===== config.mk =====
export PLATFORM = sky130hd
export DESIGN_NAME = trisc_core
export DESIGN_NICKNAME = d
export VERILOG_FILES = /design/src/rtl/trisc_core.sv
export SDC_FILE = /design/constraint.sdc
export NUM_CORES = 1
export LEC_CHECK = 0
export CAP_MARGIN = 20
export CORE_MARGIN = 2
export CORE_UTILIZATION = 43
export DETAILED_ROUTE_END_ITERATION = 12
export GPL_TIMING_DRIVEN = 0
export PLACE_DENSITY = 0.7
export SLEW_MARGIN = 20
export SYNTH_ARGS = -nofsm -noshare
export SYNTH_HDL_FRONTEND = slang
export SYNTH_SLANG_ARGS = --single-unit

===== constraint.sdc =====
create_clock -name sysclock -period 5.1 [get_ports sysclock]
set_input_delay 0.51 -clock sysclock [delete_from_list [all_inputs] [get_ports sysclock]]
set_output_delay 0.51 -clock sysclock [all_outputs]
set_load 0.02 [all_outputs]

===== src/rtl/trisc_core.sv =====
// -----------------------------------------------------------------------------
// trisc_core
// Parametrised accumulator CPU core with a multi-cycle control FSM
// (FETCH / DECODE / MEM / PAUSE / HALT). It talks to an external
// program/data memory over a request/ready handshake that tolerates wait
// states.
//
// Parameters
//   W    data / address / operand width
//   OPW  opcode width (the ISA is defined for 4)
//
// Ports
//   sysclock    in   core clock, rising edge
//   sysreset    in   asynchronous active-low reset
//   step_mode   in   1 = pause after every retired instruction
//   step        in   one-cycle pulse that releases a pause
//   mem_rd      out  read request (instruction fetch or operand read)
//   mem_wr      out  write request (STA)
//   mem_addr    out  transfer address
//   mem_wdata   out  write data, {0, acc}
//   mem_rdata   in   read data, valid while mem_ready=1
//   mem_ready   in   completes the current request this cycle
//   pc, ir, acc out  architectural trace state
//   zf, cf      out  zero / carry flags
//   halted      out  core is in HALT
//   instr_done  out  one-cycle pulse after an instruction retires
// -----------------------------------------------------------------------------
module trisc_core #(
    parameter int W   = 4,
    parameter int OPW = 4
) (
    input  logic             sysclock,
    input  logic             sysreset,
    input  logic             step_mode,
    input  logic             step,
    output logic             mem_rd,
    output logic             mem_wr,
    output logic [W-1:0]     mem_addr,
    output logic [OPW+W-1:0] mem_wdata,
    input  logic [OPW+W-1:0] mem_rdata,
    input  logic             mem_ready,
    output logic [W-1:0]     pc,
    output logic [OPW+W-1:0] ir,
    output logic [W-1:0]     acc,
    output logic             zf,
    output logic             cf,
    output logic             halted,
    output logic             instr_done
);

    typedef enum logic [2:0] {
        S_FETCH  = 3'd0,
        S_DECODE = 3'd1,
        S_MEM    = 3'd2,
        S_PAUSE  = 3'd3,
        S_HALT   = 3'd4
    } state_t;

    localparam logic [3:0] OP_NOP = 4'h0;
    localparam logic [3:0] OP_LDA = 4'h1;
    localparam logic [3:0] OP_STA = 4'h2;
    localparam logic [3:0] OP_ADD = 4'h3;
    localparam logic [3:0] OP_SUB = 4'h4;
    localparam logic [3:0] OP_AND = 4'h5;
    localparam logic [3:0] OP_OR  = 4'h6;
    localparam logic [3:0] OP_LDI = 4'h7;
    localparam logic [3:0] OP_INC = 4'h8;
    localparam logic [3:0] OP_CLR = 4'h9;
    localparam logic [3:0] OP_JMP = 4'hA;
    localparam logic [3:0] OP_JZ  = 4'hB;
    localparam logic [3:0] OP_JC  = 4'hC;
    localparam logic [3:0] OP_HLT = 4'hF;

    state_t             state_q;
    logic [W-1:0]       pc_q;
    logic [OPW+W-1:0]   ir_q;
    logic [W-1:0]       acc_q;
    logic               zf_q;
    logic               cf_q;
    logic               halted_q;
    logic               instr_done_q;

    logic [3:0]         op_s;
    logic [W-1:0]       opnd_s;
    logic [W-1:0]       mdata_s;
    logic [W:0]         wide_s;
    logic [W-1:0]       acc_d;
    logic               cf_d;
    logic               zf_d;
    logic               acc_wr_s;
    logic               is_memop_s;
    state_t             retire_state_s;

    assign op_s    = ir_q[W +: 4];
    assign opnd_s  = ir_q[W-1:0];
    assign mdata_s = mem_rdata[W-1:0];

    // ALU: result, carry and accumulator write-enable for the current opcode.
    // Memory ops take their operand from mem_rdata; they only commit in MEM,
    // register ops only commit in DECODE, so one shared ALU serves both.
    always_comb begin
        acc_d    = acc_q;
        cf_d     = cf_q;
        acc_wr_s = 1'b0;
        wide_s   = {(W+1){1'b0}};
        case (op_s)
            OP_LDA: begin
                acc_d    = mdata_s;
                acc_wr_s = 1'b1;
            end
            OP_ADD: begin
                wide_s   = {1'b0, acc_q} + {1'b0, mdata_s};
                acc_d    = wide_s[W-1:0];
                cf_d     = wide_s[W];
                acc_wr_s = 1'b1;
            end
            OP_SUB: begin
                // Top bit of the widened difference is the borrow (acc < M).
                wide_s   = {1'b0, acc_q} - {1'b0, mdata_s};
                acc_d    = wide_s[W-1:0];
                cf_d     = wide_s[W];
                acc_wr_s = 1'b1;
            end
            OP_AND: begin
                acc_d    = acc_q & mdata_s;
                acc_wr_s = 1'b1;
            end
            OP_OR: begin
                acc_d    = acc_q | mdata_s;
                acc_wr_s = 1'b1;
            end
            OP_LDI: begin
                acc_d    = opnd_s;
                acc_wr_s = 1'b1;
            end
            OP_INC: begin
                wide_s   = {1'b0, acc_q} + {{W{1'b0}}, 1'b1};
                acc_d    = wide_s[W-1:0];
                cf_d     = wide_s[W];
                acc_wr_s = 1'b1;
            end
            OP_CLR: begin
                acc_d    = {W{1'b0}};
                cf_d     = 1'b0;
                acc_wr_s = 1'b1;
            end
            default: begin
                acc_d    = acc_q;
                cf_d     = cf_q;
                acc_wr_s = 1'b0;
            end
        endcase
        zf_d = (acc_d == {W{1'b0}});
    end

    // Decode helpers: memory-op class and where a retiring instruction goes.
    always_comb begin
        is_memop_s = (op_s == OP_LDA) || (op_s == OP_STA) || (op_s == OP_ADD) ||
                     (op_s == OP_SUB) || (op_s == OP_AND) || (op_s == OP_OR);
        if (step_mode) begin
            retire_state_s = S_PAUSE;
        end else begin
            retire_state_s = S_FETCH;
        end
    end

    // Control FSM together with the architectural registers it updates.
    always_ff @(posedge sysclock or negedge sysreset) begin
        if (!sysreset) begin
            state_q      <= S_FETCH;
            pc_q         <= {W{1'b0}};
            ir_q         <= {(OPW+W){1'b0}};
            acc_q        <= {W{1'b0}};
            zf_q         <= 1'b0;
            cf_q         <= 1'b0;
            halted_q     <= 1'b0;
            instr_done_q <= 1'b0;
        end else begin
            instr_done_q <= 1'b0;
            case (state_q)
                S_FETCH: begin
                    if (mem_ready) begin
                        ir_q    <= mem_rdata;
                        pc_q    <= pc_q + {{(W-1){1'b0}}, 1'b1};
                        state_q <= S_DECODE;
                    end
                end
                S_DECODE: begin
                    if (is_memop_s) begin
                        state_q <= S_MEM;
                    end else if (op_s == OP_HLT) begin
                        instr_done_q <= 1'b1;
                        halted_q     <= 1'b1;
                        state_q      <= S_HALT;
                    end else begin
                        if ((op_s == OP_JMP) ||
                            ((op_s == OP_JZ) && zf_q) ||
                            ((op_s == OP_JC) && cf_q)) begin
                            pc_q <= opnd_s;
                        end
                        if (acc_wr_s) begin
                            acc_q <= acc_d;
                            zf_q  <= zf_d;
                            cf_q  <= cf_d;
                        end
                        instr_done_q <= 1'b1;
                        state_q      <= retire_state_s;
                    end
                end
                S_MEM: begin
                    if (mem_ready) begin
                        if (acc_wr_s) begin
                            acc_q <= acc_d;
                            zf_q  <= zf_d;
                            cf_q  <= cf_d;
                        end
                        instr_done_q <= 1'b1;
                        state_q      <= retire_state_s;
                    end
                end
                S_PAUSE: begin
                    // A step pulse or leaving step mode resumes execution.
                    if (step || !step_mode) begin
                        state_q <= S_FETCH;
                    end
                end
                S_HALT: begin
                    state_q <= S_HALT;
                end
                default: begin
                    state_q <= S_FETCH;
                end
            endcase
        end
    end

    // Strobes are decoded from registered state only, so address/data stay
    // stable across wait states; they are gated by reset so an in-flight
    // transfer is dropped the moment reset is asserted.
    assign mem_rd    = sysreset && ((state_q == S_FETCH) ||
                                    ((state_q == S_MEM) && (op_s != OP_STA)));
    assign mem_wr    = sysreset && (state_q == S_MEM) && (op_s == OP_STA);
    assign mem_addr  = (state_q == S_MEM) ? opnd_s : pc_q;
    assign mem_wdata = {{OPW{1'b0}}, acc_q};

    assign pc         = pc_q;
    assign ir         = ir_q;
    assign acc        = acc_q;
    assign zf         = zf_q;
    assign cf         = cf_q;
    assign halted     = halted_q;
    assign instr_done = instr_done_q;

endmodule


==> results of run 1 <==
## final timing paths
path	slack, ps	from	cells past startpoint	end
max reg2reg	2730	acc[1]	8	acc[3]
min	230	sysreset	1	state_q[0]
max	2390	state_q[2]	4	mem_addr[0]
min reg2reg	460	halted	1	halted
min in group sysclock	460	halted	1	halted
max in group asynchronous	4490	sysreset	1	acc[1]
## flip-flops by register name, indices dropped and copies added, names as in the netlist
| name | flops |
|---|---|
| zf | 1 |
| cf | 1 |
| instr_done | 1 |
| ir | 8 |
| pc | 4 |
| acc | 4 |
| state_q | 3 |
| halted | 1 |
## kinds of logic after synthesis
family | synth area share, %
AOI/OAI and AO/OA | 20.5
and+or+nand+nor | 18.5
buffers and inverters | 10.9
DFF | 26.9
muxes | 10.5
adders and majority gates | 10.0
xor gates and xnor gates | 2.45
other | 0.175
## area by class of cell
type | count | area [sq um]
multi-input cells | 178 | 1350
fillers | 455 | 2050
flip-flops and latches | 23 | 576
well taps | 67 | 83.8
clock inverters | 1 | 5.00
plain buffers | 22 | 174
inverters | 16 | 60.1
repair buffers | 42 | 415
clock buffers | 3 | 41.3
## through the flow
step,hold slack (ps),std cells,utilization (%),power (W)
floorplan,214,239,-,0.00138
global placement,442,348,55.9,0.00184
detailed placement,448,348,55.9,0.00184
CTS,471,352,56.9,0.00197
global route,266,352,56.8,0.00212
finish,229,352,56.8,0.00196
## per-layer routing
layer	vias up	track usage, %	wire, um
li1	932	-	-
met1	875	31.5	2620
met2	51	30.9	2470
met3	7	3.25	271
met4	0	3.97	48
met5	-	0	0
## placed cells by master (no fill, tap or decap), types with 7 or more instances in the layout
master,Yosys,layout
clkdlybuf4s50_1,0,41
o21ai_0,10,10
ha_1,14,14
nand2_1,8,8
dfrtp_1,23,23
buf_4,11,11
nor2_1,17,17
inv_1,15,15
a21oi_1,18,18
nand3_1,7,7
mux2_2,12,12
## power by group
group          switching [W]  internal (W)
logic               0.000754      0.000692
registers           0.000129      0.000270
clock network      0.0000615     0.0000547
total               0.000944       0.00102
==> results by group, run 1 <==
Yosys
  – Mapped Cells: 236
  – Sequential share of the synthesized area: 26.9%
  – Primary FF master, synth: dfrtp_1
  – Synthesized area per cell: 9.08 sq um
  – Synth top area share: 26.9%
  – Synth area leader: dfrtp_1
  – Synth top cells by count: 23 x dfrtp_1, 18 x a21oi_1, 17 x nor2_1
  – Cell variety after synth: 58
  – Area contributors post-synth: dfrtp_1 27%, ha_1 8.2%, mux2_2 6.3%
  – Yosys warns: 0
  – #FFs+latches synth: 23
  – Cell area after synthesis: 2140 sq um
  – Most numerous cell in the Yosys netlist: dfrtp_1
  – Number of enable flip-flop cells after synthesis: 0
  – Ys async rst share: 100%

Timing
  – Final setup margin: 2390 ps
  – Slew @ Worst Pin: 679 ps
  – Skew final: 3.43 ps
  – Crit path time final: 2710 ps
  – Slew headroom: 54.5%
  – Setup violators final: 0
  – Tcrit/Tclk final: 53.1%
  – Setup TNS: 0 ps
  – Pins over their slew limit: 0
  – Final hold violations: 0
  – FMAX: 0.369 GHz
  – Unrepaired setup endpoints after global routing: false

Worst setup path
  – Crit path required time: 4590 ps
  – WP buf/inv: 2
  – Crit start category: flip-flop
  – Crit-path max FO: 9
  – Max incr delay on CP: 540 ps
  – CP delay by family, top: buffers and inverters
  – Cell Chain, Critical Path: buf_2, nor3b_4, mux2_2, clkdlybuf4s50_1
  – CP arrival: 2200 ps
  – CP endpoint kind: output pin
  – Worst-path cell with the longest stage delay: clkdlybuf4s50_1
  – Setup CP Type: reg2out

Floorplan
  – Die area: 5570 sq um
  – Starting Density: 45.1%
  – Die H: 74.6 um
  – Die W: 74.6 um
  – Core area: 4750 sq um
  – Io pins: 47
  – Core Rows: 25

Placement
  – Dpl ws: 1850 ps
  – Placed cell areas: 2660 sq um
  – Port Buffer Count: 42
  – GPL Wtd Cong: 0.952
  – Dpl hpwl: 4.09 mm

CTS
  – Post-cts hold buffer count: 0
  – Post-CTS resize count: 0
  – CTS tree: yes
  – Clock Latency Late Sink: 270 ps
  – H-tree levels: 1
  – Setup bufs post-CTS: 0
  – Total CTS buffers: 3
  – Clock Pin Slew Worst Setup and Hold Paths: 80 ps
  – # clock sinks: 23
  – Clock Tree Root: clkbuf_8
  – Clock Path Buffers: 2

Routing
  – Antenna Nets Post-Route: 0
  – TritonRoute pass-1 iters: 4
  – Avg Vias per Cell: 5.30
  – Initial DRC count: 105
  – Drt wl/cell: 15.4 um
  – Post-route DRC: 0
  – Via count: 1,865
  – Drt total wl: 5.41 mm

Status
  – Status: finished, final reports clean

Final layout
  – Share of cells above drive strength 1: 18.2%
  – N_diodes: 0
  – Final net count: 315
  – Area delta synth->final: 26.0%
  – Finished Cell Area: 2700 sq um

Power
  – Pwr/cell area: 726 nW/um^2
  – Worst vdd ir: 350 uV
  – Pleak: 1.19 nW

Global route
  – Total GRT Usage: 20.6%
  – Largest net degree at the start of global routing: 26
  – Grt ovf: 0
  – First-pass GRT wire length: 8.77 mm
  – Initial antenna violation count: 0
  – Number of global-route vias before repair: 1,662

Worst hold path
  – Worst hold path class: in2async

Flow run
  – Max-cap violation count: 0
Note: power is estimated with default switching activity, not from simulation.
==> run 2: changes to the inputs <==
clock period = 2.5 ns   (was 5.1 ns; I/O delays follow)
==> results by group, run 2 (synthesis results as in run 1) <==
Final layout
  – Fill count: 454 (was 455)
  – Final Util: 57.1% (was 56.8%)
  – N_diodes: 0 (unchanged)
  – Area delta synth->final: 26.7% (was 26.0%)
  – Largest register FFs: 8 (unchanged)
  – Commonest non-fill, non-tap cell in the layout: clkdlybuf4s50_1 (unchanged)
  – FF+latch area: 578 sq um (was 576 sq um)
  – Share of cells above drive strength 1: 19.6% (was 18.2%)
  – Final net count: 316 (was 315)
  – Most frequent cells in the layout: 40 x clkdlybuf4s50_1, 21 x dfrtp_1, 18 x a21oi_1 (was 41 x clkdlybuf4s50_1, 23 x dfrtp_1, 18 x a21oi_1)
  – Area of the multi-input gates: 1350 sq um (unchanged)

Worst setup path
  – Internal reg-to-reg setup slack: 180 ps (was 2730 ps)
  – Crit start category: primary input (was flip-flop)
  – WP buf/inv: 1 (was 2)
  – Worst-path cell with the longest stage delay: clkdlybuf4s50_1 (unchanged)
  – CP delay by family, top: adder cells (was buffers and inverters)
  – CP Depth: 8 (was 4)
  – Cell Chain, Critical Path: clkdlybuf4s50_1, ha_1, fa_1, xor2_1, a31oi_1, a2bb2oi_1, o21ai_0, mux2_4 (was buf_2, nor3b_4, mux2_2, clkdlybuf4s50_1)
  – Critical Path Source: mem_rdata[0] (was state_q[2])
  – Worst R2R End: acc[3] (unchanged)
  – Worst reg2reg path depth: 8 (unchanged)
  – Setup CP Type: in2reg (was reg2out)
  – CP endpoint kind: flip-flop (was output pin)
  – Critical register-to-register path startpoint: acc[2] (was acc[1])
  – Worst setup endpoint: acc[2] (was mem_addr[0])
  – Crit-path max FO: 5 (was 9)
  – CP arrival: 2530 ps (was 2200 ps)
  – Max incr delay on CP: 540 ps (about the same)
  – Crit path required time: 2660 ps (was 4590 ps)

Global route
  – First-pass GRT wire length: 8.77 mm (unchanged)
  – Number of global-route vias before repair: 1,662 (unchanged)
  – Largest net degree at the start of global routing: 26 (unchanged)
  – Grt ovf: 0 (unchanged)
  – Total GRT Usage: 20.6% (unchanged)
  – Initial antenna violation count: 0 (unchanged)

Power
  – Pleak: 1.21 nW (was 1.19 nW)
  – Pwr/cell area: 1480 nW/um^2 (was 726 nW/um^2)
  – Worst vdd ir: 719 uV (was 350 uV)

Routing
  – Avg Vias per Cell: 5.33 (was 5.30)
  – Post-route DRC: 0 (unchanged)
  – Initial DRC count: 127 (was 105)
  – Via count: 1,880 (was 1,865)
  – TritonRoute pass-1 iters: 4 (unchanged)
  – Drt total wl: 5.41 mm (about the same)
  – Drt wl/cell: 15.3 um (was 15.4 um)
  – Antenna Nets Post-Route: 0 (unchanged)

Flow run
  – Max-cap violation count: 0 (unchanged)

Floorplan
  – Starting Density: 45.1% (unchanged)
  – Core Rows: 25 (unchanged)
  – Io pins: 47 (unchanged)
  – Die area: 5570 sq um (unchanged)
  – Die W: 74.6 um (unchanged)
  – Die H: 74.6 um (unchanged)
  – Core area: 4750 sq um (unchanged)

Timing
  – Setup violators final: 0 (unchanged)
  – Hold slack: -38.9 ps (was 229 ps)
  – Crit path time final: 2370 ps
  – Slew headroom: 54.4% (was 54.5%)
  – Final hold violations: 23 (was 0)
  – Unrepaired setup endpoints after global routing: false (unchanged)
  – Setup TNS: 0 ps (unchanged)
  – Pins over their slew limit: 0 (unchanged)
  – FMAX: 0.421 GHz
  – Slew @ Worst Pin: 682 ps (was 679 ps)
  – Tcrit/Tclk final: 95.0%
  – Skew final: 5.86 ps (was 3.43 ps)

CTS
  – CTS tree: yes (unchanged)
  – Clock Latency Late Sink: 270 ps (about the same)
  – Clock Pin Slew Worst Setup and Hold Paths: 90 ps (was 80 ps)
  – Total CTS buffers: 3 (unchanged)
  – H-tree levels: 1 (unchanged)
  – # clock sinks: 23 (unchanged)
  – Clock Path Buffers: 2 (unchanged)
  – Clock Tree Root: clkbuf_8 (unchanged)

Placement
  – GPL Wtd Cong: 0.952 (unchanged)
  – Port Buffer Count: 42 (unchanged)
  – Dpl hpwl: 4.09 mm (unchanged)

Status
  – Failing checks: hold timing
  – Status: complete, but fails checks (was finished, final reports clean)

Worst hold path
  – Worst hold path class: in2async (unchanged)
[run 2: how the worst min path moves through the flow]
stage	from	to	slack, ps	cells past startpoint
finish	sysreset	ir[5]	-40	1
global route	sysreset	ir[5]	5	1
CTS	sysreset	ir[5]	340	1
detailed placement	halted	halted	450	1
global placement	halted	halted	440	1
floorplan	sysreset	acc[0]	-50	0
[run 2: cell type report]
type,instances,area share (%)
Clock buffer,3,1.52
Sequential cell,23,21.3
Inverter,16,2.21
Timing Repair Buffer,44,15.9
Buffer,21,6.26
Clock inverter,1,0.184
Tap cell,67,3.09
Multi-Input combinational cell,178,49.5
[run 2: power breakdown]
part	internal [W]	switching, W
Sequential	0.000554	0.000268
Combinational	0.00142	0.00154
Clock	0.000112	0.000127
Total	0.00209	0.00194
[run 2: what timing repair did]
item | CTS | global route
endpoints found under the hold margin | 0 | 0
hold buffers | 0 | 0
resized for setup | 1 | 3
buffers inserted | 0 | 2
pin swaps | 0 | 1
endpoints found under the setup margin | 2 | 8
[run 2: metal layers]
metal	vias to the layer above	wire, um	global-route usage, %
li1	936	-	-
met1	883	2660	31.5
met2	56	2470	30.9
met3	5	249	3.25
met4	0	27	3.97
met5	-	0	0
[run 2: metrics by stage]
| stage | total power, W | setup WS, ps | cells | area (sq um) |
|---|---|---|---|---|
| 6_report | 0.00402 | 126 | 353 | 2720 |
| 5_1_grt | 0.00433 | 16.6 | 353 | 2720 |
| 2_1_floorplan | 0.00282 | 255 | 239 | 2150 |
| 4_1_cts | 0.00401 | 45.3 | 352 | 2700 |
| 3_5_place_dp | 0.00376 | -228 | 348 | 2660 |
| 3_3_place_gp | 0.00375 | -227 | 348 | 2660 |
==> run 3: changes to the inputs <==
CAP_MARGIN = unset   (was 20)
CORE_UTILIZATION = 51   (was 43)
PLACE_DENSITY = 0.8   (was 0.7)
==> results by group, run 3 (synthesis results as in run 1) <==
Worst setup path
  – Crit path required time: 2250 ps (was 2660 ps)
  – CP delay by family, top: buffers and inverters (was adder cells)
  – CP arrival: 2140 ps (was 2530 ps)
  – CP endpoint kind: output pin (was flip-flop)
  – Max incr delay on CP: 610 ps (was 540 ps)
  – Crit-path max FO: 8 (was 5)
  – WP buf/inv: 2 (was 1)
  – Worst reg2reg path depth: 10 (was 8)
  – CP Depth: 4 (was 8)
  – Setup CP Type: reg2out (was in2reg)
  – Worst-path cell with the longest stage delay: clkdlybuf4s50_1 (unchanged)
  – Cell Chain, Critical Path: buf_2, nor3_2, and4_1, clkdlybuf4s50_1 (was clkdlybuf4s50_1, ha_1, fa_1, xor2_1, a31oi_1, a2bb2oi_1, o21ai_0, mux2_4)
  – Crit start category: flip-flop (was primary input)

Power
  – Switch share: 48.5% (was 48.1%)
  – Switching pwr: 0.00197 W (was 0.00194 W)
  – Clock network power share: 6.1% (was 5.9%)
  – Logic pwr share: 73.8% (was 73.6%)
  – P_int: 0.00209 W (about the same)
  – Pleak: 1.21 nW (about the same)
  – Pwr/cell area: 1500 nW/um^2 (was 1480 nW/um^2)
  – Flop pwr share: 20.0% (was 20.4%)
  – Worst vdd ir: 631 uV (was 719 uV)

Routing
  – WL met3: 455 um (was 249 um)
  – Via count: 1,991 (was 1,880)
  – Met2 wire len: 2.54 mm (was 2.47 mm)
  – Avg Vias per Cell: 5.91 (was 5.33)
  – Highest Signal Layer: met4 (unchanged)
  – TritonRoute pass-1 iters: 4 (unchanged)
  – Wl on met1: 2.32 mm (was 2.66 mm)
  – Drt wl/cell: 16.1 um (was 15.3 um)
  – Post-route DRC: 0 (unchanged)
  – Initial DRC count: 201 (was 127)
  – Drt total wl: 5.42 mm (was 5.41 mm)
  – Antenna Nets Post-Route: 0 (unchanged)

Final layout
  – N_diodes: 0 (unchanged)
  – Fill count: 346 (was 454)
  – FF+latch area: 578 sq um (unchanged)
  – Share of cells above drive strength 1: 19.5% (was 19.6%)
  – Area delta synth->final: 26.3% (was 26.7%)
  – Largest register FFs: 8 (unchanged)
  – Most frequent cells in the layout: 40 x clkdlybuf4s50_1, 21 x dfrtp_1, 18 x a21oi_1 (unchanged)
  – Area of the multi-input gates: 1350 sq um (unchanged)
  – Final net count: 317 (was 316)
  – Commonest non-fill, non-tap cell in the layout: clkdlybuf4s50_1 (unchanged)

Timing
  – Final hold violations: 0 (was 23)
  – Tcrit/Tclk final: 95.8% (was 95.0%)
  – Setup violators final: 0 (unchanged)
  – Skew final: 6.07 ps (was 5.86 ps)
  – Final setup margin: 105 ps (was 126 ps)
  – Hold slack: 404 ps (was -38.9 ps)
  – Unrepaired setup endpoints after global routing: false (unchanged)
  – Pins over their slew limit: 0 (unchanged)
  – Slew @ Worst Pin: 681 ps (was 682 ps)
  – Slew headroom: 54.4% (about the same)
  – Crit path time final: 2390 ps (was 2370 ps)
  – FMAX: 0.418 GHz (was 0.421 GHz)

Floorplan
  – Die H: 68.8 um (was 74.6 um)
  – Core Rows: 23 (was 25)
  – Starting Density: 53.2% (was 45.1%)
  – Io pins: 47 (unchanged)
  – Core area: 4030 sq um (was 4750 sq um)
  – Die W: 68.8 um (was 74.6 um)
  – Die area: 4740 sq um (was 5570 sq um)

CTS
  – Clock Pin Slew Worst Setup and Hold Paths: 90 ps (about the same)
  – Clock Latency Late Sink: 280 ps (was 270 ps)
  – CTS tree: yes (unchanged)
  – Clock Path Buffers: 2 (unchanged)
  – # clock sinks: 23 (unchanged)
  – Total CTS buffers: 3 (unchanged)
  – Clock Tree Root: clkbuf_8 (unchanged)
  – H-tree levels: 1 (unchanged)

Flow run
  – Max-cap violation count: 0 (unchanged)

Global route
  – Initial antenna violation count: 0 (unchanged)
  – Total GRT Usage: 25.2% (was 20.6%)
  – Grt ovf: 0 (unchanged)
  – First-pass GRT wire length: 8.88 mm (was 8.77 mm)
  – Largest net degree at the start of global routing: 26 (unchanged)
  – Number of global-route vias before repair: 1,840 (was 1,662)

Placement
  – GPL Wtd Cong: 0.904 (was 0.952)
  – Port Buffer Count: 42 (unchanged)
  – Dpl hpwl: 4.04 mm (was 4.09 mm)
  – Dpl ws: -159 ps (was -228 ps)

Worst hold path
  – Worst hold stages: 2
  – Worst hold path class: in2reg (was in2async)

Status
  – Status: finished, final reports clean (was complete, but fails checks)
==> run 3: area by class of cell <==
class	instances	area share, %
plain buffers	21	6.28
clock buffers	3	1.52
clock inverters	1	0.185
inverters	16	2.22
multi-input cells	178	49.7
flip-flops and latches	23	21.3
well taps	50	2.31
repair buffers	45	16.5
==> run 3: metrics by stage <==
stage | total power (W) | std cells | cell area [sq um] | utilization [%] | setup TNS (ps)
final | 0.00406 | 337 | 2710 | 67.2 | 0
after global routing | 0.00438 | 337 | 2710 | 67.2 | 0
after CTS | 0.00404 | 336 | 2690 | 66.7 | 0
after detailed placement | 0.00377 | 331 | 2630 | 65.3 | -256
after global placement | 0.00370 | 331 | 2640 | 65.5 | -646
after floorplan | 0.00282 | 239 | 2150 | - | 0
==> run 3: worst register-to-register path: cells and delay by family, from the launching register on <==
kind | cells | cell delay, ps
compound gates | 4 | 470
flops | 1 | 500
fa+ha+maj | 2 | 580
xor+xnor | 1 | 150
buf+inv | 2 | 200
mux | 1 | 270
==> run 3: routing by layer <==
metal  vias to the layer above  track usage, %
met2                       104            39.4
met3                        13            2.11
met1                       938            35.0
met5                         -               0
met4                         0            12.5
li1                        936               -
==> run 3: power groups by stage <==
stage / combinational (W) / sequential, W / clock, W
after floorplan: 0.00187 / 0.000949 / 0
after global placement: 0.00290 / 0.000805 / 0
after detailed placement: 0.00296 / 0.000814 / 0
after CTS: 0.00297 / 0.000810 / 0.000252
final: 0.00300 / 0.000813 / 0.000249
after global routing: 0.00327 / 0.000852 / 0.000265
==> run 3: timing repair <==
| action | 4_1_cts | 5_1_grt |
|---|---|---|
| resized for setup | 0 | 4 |
| setup buffers | 0 | 2 |
| endpoints found under the setup margin | 0 | 8 |
| hold buffers | 1 | 0 |
| hold endpoints to repair | 23 | 0 |
==> run 3: final timing paths <==
path | startpoint | to | slack (ps)
hold reg to reg | halted | halted | 470
max in group asynchronous | sysreset | acc[1] | 1790
hold / removal | mem_rdata[1] | ir[1] | 400
setup reg to reg | acc[0] | acc[2] | 220
setup / recovery | ir[7] | mem_wr | 110
min in group asynchronous | sysreset | zf | 440
